==> src/rtl/pc_unit_if.sv <==
// Control-side bundle for the program-counter unit: next-PC selection, RAS call/return
// requests, and the registered fetch address and status returned to the datapath.
interface pc_unit_if #(
    parameter int unsigned WIDTH     = 32,
    parameter int unsigned RAS_DEPTH = 4
);
    localparam int unsigned CW = $clog2(RAS_DEPTH) + 1;

    logic             PCWre;
    logic [1:0]       PCSrc;
    logic [WIDTH-1:0] branch_offset;
    logic [25:0]      jump_target;
    logic [WIDTH-1:0] reg_target;
    logic             push;
    logic             pop;
    logic [WIDTH-1:0] pc;
    logic [WIDTH-1:0] pc_plus4;
    logic [CW-1:0]    ras_count;
    logic             ras_overflow;
    logic             ras_underflow;
    logic             misalign_err;

    modport master (
        output PCWre, PCSrc, branch_offset, jump_target, reg_target, push, pop,
        input  pc, pc_plus4, ras_count, ras_overflow, ras_underflow, misalign_err
    );

    modport slave (
        input  PCWre, PCSrc, branch_offset, jump_target, reg_target, push, pop,
        output pc, pc_plus4, ras_count, ras_overflow, ras_underflow, misalign_err
    );
endinterface

==> src/rtl/pc_unit.sv <==
// Program counter with sequential/branch/jump/jump-register selection, stall hold,
// and a circular return-address stack with sticky overflow/underflow/misalign flags.
module pc_unit #(
    parameter int unsigned      WIDTH     = 32,
    parameter logic [WIDTH-1:0] RESET_PC  = '0,
    parameter int unsigned      RAS_DEPTH = 4
) (
    input  logic     clk,
    input  logic     Reset,
    pc_unit_if.slave bus
);
    localparam int unsigned PW = $clog2(RAS_DEPTH);
    localparam int unsigned CW = PW + 1;

    localparam logic [1:0] SRC_SEQ = 2'b00;
    localparam logic [1:0] SRC_BR  = 2'b01;
    localparam logic [1:0] SRC_JMP = 2'b10;
    localparam logic [1:0] SRC_JR  = 2'b11;

    logic [WIDTH-1:0] r_pc;
    logic [WIDTH-1:0] r_ras [RAS_DEPTH];
    logic [PW-1:0]    r_top;
    logic [CW-1:0]    r_count;
    logic             r_overflow;
    logic             r_underflow;
    logic             r_misalign;

    logic [WIDTH-1:0] w_pc_plus4;
    logic [WIDTH-1:0] w_branch_pc;
    logic [WIDTH-1:0] w_jump_pc;
    logic [WIDTH-1:0] w_jr_raw;
    logic [WIDTH-1:0] w_jr_pc;
    logic [WIDTH-1:0] w_next_pc;
    logic             w_is_jr;
    logic             w_pop_hit;
    logic             w_pop_miss;
    logic             w_full;
    logic             w_jr_misaligned;
    logic             w_wr_en;
    logic [PW-1:0]    w_wr_idx;
    logic [PW-1:0]    w_top_nxt;
    logic [CW-1:0]    w_count_nxt;

    assign w_pc_plus4  = r_pc + WIDTH'(4);
    assign w_branch_pc = w_pc_plus4 + (bus.branch_offset << 2);
    assign w_jump_pc   = {w_pc_plus4[WIDTH-1:28], bus.jump_target, 2'b00};

    // A pop only counts as a return when it accompanies a jump-register select.
    assign w_is_jr    = (bus.PCSrc == SRC_JR);
    assign w_pop_hit  = w_is_jr && bus.pop && (r_count != '0);
    assign w_pop_miss = w_is_jr && bus.pop && (r_count == '0);
    assign w_full     = (r_count == CW'(RAS_DEPTH));

    assign w_jr_raw        = w_pop_hit ? r_ras[r_top] : bus.reg_target;
    assign w_jr_misaligned = |w_jr_raw[1:0];
    assign w_jr_pc         = {w_jr_raw[WIDTH-1:2], 2'b00};

    always_comb begin
        // NOTE: every output of a combinational block gets a default first, so no path can infer a latch.
        w_next_pc = w_pc_plus4;
        unique case (bus.PCSrc)
            SRC_SEQ: w_next_pc = w_pc_plus4;
            SRC_BR:  w_next_pc = w_branch_pc;
            SRC_JMP: w_next_pc = w_jump_pc;
            SRC_JR:  w_next_pc = w_jr_pc;
            default: w_next_pc = w_pc_plus4;
        endcase
    end

    // Push with a valid pop replaces the top in place; a plain push advances top,
    // which on a full stack lands on (and overwrites) the oldest entry.
    always_comb begin
        w_wr_en     = 1'b0;
        w_wr_idx    = r_top;
        w_top_nxt   = r_top;
        w_count_nxt = r_count;
        if (bus.push && w_pop_hit) begin
            w_wr_en  = 1'b1;
            w_wr_idx = r_top;
        end else if (bus.push) begin
            w_wr_en   = 1'b1;
            w_wr_idx  = r_top + PW'(1);
            w_top_nxt = r_top + PW'(1);
            if (!w_full) begin
                w_count_nxt = r_count + CW'(1);
            end
        end else if (w_pop_hit) begin
            w_top_nxt   = r_top - PW'(1);
            w_count_nxt = r_count - CW'(1);
        end
    end

    always_ff @(posedge clk or posedge Reset) begin
        if (Reset) begin
            r_pc        <= RESET_PC;
            r_top       <= '0;
            r_count     <= '0;
            r_overflow  <= 1'b0;
            r_underflow <= 1'b0;
            r_misalign  <= 1'b0;
        end else if (bus.PCWre) begin
            // NOTE: non-blocking assignments so every register samples pre-edge values.
            r_pc        <= w_next_pc;
            r_top       <= w_top_nxt;
            r_count     <= w_count_nxt;
            r_overflow  <= r_overflow | (bus.push && !w_pop_hit && w_full);
            r_underflow <= r_underflow | w_pop_miss;
            r_misalign  <= r_misalign | (w_is_jr && w_jr_misaligned);
        end
    end

    // NOTE: stack storage is not reset; r_count alone defines which entries are valid.
    always_ff @(posedge clk) begin
        if (!Reset && bus.PCWre && w_wr_en) begin
            r_ras[w_wr_idx] <= w_pc_plus4;
        end
    end

    assign bus.pc            = r_pc;
    assign bus.pc_plus4      = w_pc_plus4;
    assign bus.ras_count     = r_count;
    assign bus.ras_overflow  = r_overflow;
    assign bus.ras_underflow = r_underflow;
    assign bus.misalign_err  = r_misalign;
endmodule

==> src/flat_wrapper.sv <==
// flat-port wrapper written by rule: the top's interface ports become plain ports
module pc_unit_flat 
#(
    parameter int unsigned      WIDTH     = 32,
    parameter logic [WIDTH-1:0] RESET_PC  = '0,
    parameter int unsigned      RAS_DEPTH = 4
)
  (clk, Reset, bus_PCWre, bus_PCSrc, bus_branch_offset, bus_jump_target, bus_reg_target, bus_push, bus_pop, bus_pc, bus_pc_plus4, bus_ras_count, bus_ras_overflow, bus_ras_underflow, bus_misalign_err);
  pc_unit_if #(.WIDTH(WIDTH), .RAS_DEPTH(RAS_DEPTH)) bus_i ();
  input  logic clk;
  input  logic Reset;
  input wire logic [$bits(bus_i.PCWre)-1:0] bus_PCWre;
  input wire logic [$bits(bus_i.PCSrc)-1:0] bus_PCSrc;
  input wire logic [$bits(bus_i.branch_offset)-1:0] bus_branch_offset;
  input wire logic [$bits(bus_i.jump_target)-1:0] bus_jump_target;
  input wire logic [$bits(bus_i.reg_target)-1:0] bus_reg_target;
  input wire logic [$bits(bus_i.push)-1:0] bus_push;
  input wire logic [$bits(bus_i.pop)-1:0] bus_pop;
  output wire logic [$bits(bus_i.pc)-1:0] bus_pc;
  output wire logic [$bits(bus_i.pc_plus4)-1:0] bus_pc_plus4;
  output wire logic [$bits(bus_i.ras_count)-1:0] bus_ras_count;
  output wire logic [$bits(bus_i.ras_overflow)-1:0] bus_ras_overflow;
  output wire logic [$bits(bus_i.ras_underflow)-1:0] bus_ras_underflow;
  output wire logic [$bits(bus_i.misalign_err)-1:0] bus_misalign_err;
  assign bus_i.PCWre = bus_PCWre;
  assign bus_i.PCSrc = bus_PCSrc;
  assign bus_i.branch_offset = bus_branch_offset;
  assign bus_i.jump_target = bus_jump_target;
  assign bus_i.reg_target = bus_reg_target;
  assign bus_i.push = bus_push;
  assign bus_i.pop = bus_pop;
  assign bus_pc = bus_i.pc;
  assign bus_pc_plus4 = bus_i.pc_plus4;
  assign bus_ras_count = bus_i.ras_count;
  assign bus_ras_overflow = bus_i.ras_overflow;
  assign bus_ras_underflow = bus_i.ras_underflow;
  assign bus_misalign_err = bus_i.misalign_err;
  pc_unit #(.WIDTH(WIDTH), .RESET_PC(RESET_PC), .RAS_DEPTH(RAS_DEPTH)) u_core (.clk(clk), .Reset(Reset), .bus(bus_i));
endmodule
==> config.mk <==
export PLATFORM = sky130hd
export DESIGN_NAME = pc_unit_flat
export DESIGN_NICKNAME = d
export VERILOG_FILES = /design/src/rtl/pc_unit_if.sv /design/src/rtl/pc_unit.sv /design/src/flat_wrapper.sv
export SDC_FILE = /design/constraint.sdc
export NUM_CORES = 1
export LEC_CHECK = 0
export ABC_CLOCK_PERIOD_IN_PS = 12780
export BUFFER_PORTS_ARGS = -buffer_cell sky130_fd_sc_hd__buf_4
export CORE_MARGIN = 3
export CORE_UTILIZATION = 60
export CTS_CLUSTER_DIAMETER = 200
export DETAILED_ROUTE_END_ITERATION = 8
export GPL_ROUTABILITY_DRIVEN = 1
export PLACE_DENSITY = 0.84
export SETUP_SLACK_MARGIN = 0.05
export SLEW_MARGIN = 25
export SYNTH_ARGS = -nofsm -noshare
export SYNTH_HDL_FRONTEND = slang
export SYNTH_SLANG_ARGS = --single-unit
==> constraint.sdc <==
create_clock -name clk -period 12.78 [get_ports clk]
set_clock_uncertainty 0.05 [all_clocks]
set_input_delay 1.917 -clock clk [delete_from_list [all_inputs] [get_ports clk]]
set_output_delay 1.917 -clock clk [all_outputs]
set_load 0.01 [all_outputs]
==> flow_summary.toml <==
[outcome]
status = "finished clean"

[floorplan]
die_h_um = 130.4
io_pins = 167
die_x_um = 130.4
start_util = 0.6266
core_area_sq_um = 14810
die_area_sq_um = 16990
rows = 44

[timing]
worst_pin_slew_ns = 0.9990
fin_tns_setup_ns = 0
relSlewSlack = 0.3333
setup_ws_ns = 7.112
grt_setup_unrepaired = "false"
slew_viol_final = 0
hold_viol = 0
hold_slack_ns = 0.4191
fin_crit_ns = 5.668
finalCritPeriodShare = 0.4435
max_freq_mhz = 176.4
setup_viol = 0

[clock_network]
clk_latency_ns = 0.44
clk_pin_slew_ns = 0.06
ctsResizeCount = 0
cts_max_level = 4
cts_hold_buf = 0
cts_root_buffer = "clkbuf_16"
cts_setup_buffers = 0
clock_sinks = 158
cts_max_path_buffers = 2
cts_buffers = 17
tritoncts = "built"

[routing]
drtIter0Drc = 1045
drtAntennaViolNets = 0
wl_um = 26940
viasPerCell = 6.654
dr.pass1.iters = 7
avgRoutedWirePerCell_um = 23.30
drc = 0
via_count = 7692

[critical_path]
path_class = "in2reg"
endpoint_kind = "register"
reg2reg_slack_ns = 7.95
cp_max_fo = 33
cp.required_ns = 12.85
arrival_ns = 5.73
worst_setup_path_start_kind = "input port"

[placed_design]
portBuffers = 160
gp_congestion = 0.9679
place_ws_ns = 6.751
post_dp_cell_area_sq_um = 10660
dp_hpwl_um = 18050

[grt]
grt-ovfl-total = 0
grt_pass1_vias = 7471
grt_pass1_wl_um = 41320
grt_use_total = 0.3273
antenna_found_initial = 0
grt_max_degree = 52

[synth]
ys_warn_count = 0
synth_top_family_by_area = "compound AO/OA/AOI/OAI gates"
synthArstFlopShare = 0.2405
yosysSeqAreaShare = 0.4908
synthTopCellsByCount = "120 x edfxtp_1, 61 x nor2_1, 56 x nand2_1"
synth_area_per_cell_sq_um = 11.53
synthesis.instances = 805
synth_mux_area_frac = 0.07754
synth_adder_area_share = 0.06095
synth.area.top_cells = "edfxtp_1 39%, dfrtp_1 10%, mux4_2 7.3%"
yosysMostFrequentCell = "edfxtp_1"
synth_edf_count = 120
synth_top_area_frac = 0.3883
syn-cell-area_sq_um = 9279
synth-simple-area-share = 0.1139
yosysTopAreaCell = "edfxtp_1"
yosysUniqueCellTypes = 78
synth-xor-area-share = 0.05461
synthFlopType = "edfxtp_1"
synth_compound_area_frac = 0.1686
ys_seq_elements = 158

[layout]
fill_cells = 956
syn2layout_area_growth_pct = 21.21
fin_util = 0.7595
diodes = 0
drive_gt1_frac = 0.2747
final_cell_area_sq_um = 11250
nNetsFinal = 1100

[power]
p_leak_nw = 4.413
p_per_area_nw_per_um2 = 177.4
peakVddDrop_v = 0.0001506

[worst_hold_path]
hp-class = "reg2reg"

[flow_run]
maxCapViolCount = 0
-- state kept, by name, summed over array words and instances, names as in the netlist --
| signal | count |
|---|---|
| u_core.bus.misalign_err | 1 |
| u_core.bus.pc | 30 |
| u_core.bus.ras_count | 3 |
| u_core.bus.ras_overflow | 1 |
| u_core.bus.ras_underflow | 1 |
| u_core.r_ras | 120 |
| u_core.r_top | 2 |
-- layout make-up --
cell class / count / area (sq um) / area share
inverters: 32 / 120.1 / 0.01068
multi-input cells: 577 / 4453 / 0.3959
repair buffers: 173 / 1299 / 0.1155
flip-flops and latches: 158 / 4556 / 0.4051
clock inverters: 14 / 160.2 / 0.01424
clock buffers: 18 / 429.2 / 0.03816
well taps: 184 / 230.2 / 0.02047
-- metal layers --
metal	share of wire	wire [um]	global-route usage	vias up
li1	-	-	-	3387
met1	0.39	10590	0.4609	3724
met2	0.46	12500	0.5072	504
met3	0.11	3083	0.07041	77
met4	0.028	761	0.1216	0
met5	0	0	0	-
-- through the flow --
stage | total power, W | std cells
6_report | 0.001995 | 1156
2_1_floorplan | 0.001220 | 808
3_3_place_gp | 0.001457 | 1124
4_1_cts | 0.001988 | 1156
5_1_grt | 0.002093 | 1156
3_5_place_dp | 0.001478 | 1124
-- cell families after synthesis --
group	after synthesis
compound gates	232
simple gates	206
flops	158
buf+inv	73
xor+xnor	57
fa+ha+maj	44
mux	34
other cells	1
-- path summary, 6_finish.rpt --
| kind | start | endpoint | cells after the start |
|---|---|---|---|
| min | u_core.bus.misalign_err | u_core.bus.misalign_err | 1 |
| max reg2reg | u_core.bus.pc[3] | u_core.bus.pc[29] | 17 |
| min in group asynchronous | Reset | u_core.bus.pc[5] | 3 |
| max | bus_PCSrc[1] | u_core.r_ras[0][8] | 11 |
| min reg2reg | u_core.bus.misalign_err | u_core.bus.misalign_err | 1 |
| max in group asynchronous | Reset | u_core.r_top[0] | 3 |
-- power by group --
part	leakage [nW]	switching, W	internal, W	total [W]
combinational	2.61	0.000428	0.000343	0.000771
sequential	1.52	0.0000715	0.000645	0.000716
clock	0.280	0.000216	0.000292	0.000508
total	4.41	0.000715	0.00128	0.00199
-- layout by cell type, fill, tap and decap left out, types with 3 or more instances in the layout --
cell type	instances
nand4_1	9
edfxtp_1	120
a21boi_0	4
o21ai_1	22
and2_1	3
xnor2_1	34
and3_1	6
mux4_2	30
dfrtp_1	37
buf_4	173
nand3_1	18
a31oi_1	14
a21o_1	16
o21ai_0	39
inv_1	29
nor2_2	3
o211ai_1	6
mux2_2	3
a221o_1	4
a211oi_1	4
ha_1	42
xor2_1	22
conb_1	4
a222oi_1	14
o221ai_1	7
inv_2	3
clkinvlp_4	3
a21oi_1	52
nor4_1	4
o21a_1	11
nand2_1	56
inv_8	3
clkbuf_16	17
nor3_1	13
nand2b_1	16
o22ai_1	4
nor2_1	58
o21bai_1	6
-- critical path: stages --
cell and delay [ns]:
buf_4 0.39, inv_2 0.34, nor2_4 0.28, o311ai_4 0.19, inv_2 0.64, ha_1 0.40
a21oi_1 0.10, nor3_1 0.18, a21oi_1 0.08, nor2_2 0.78, buf_4 0.42
(Power assumes the default switching activity.)
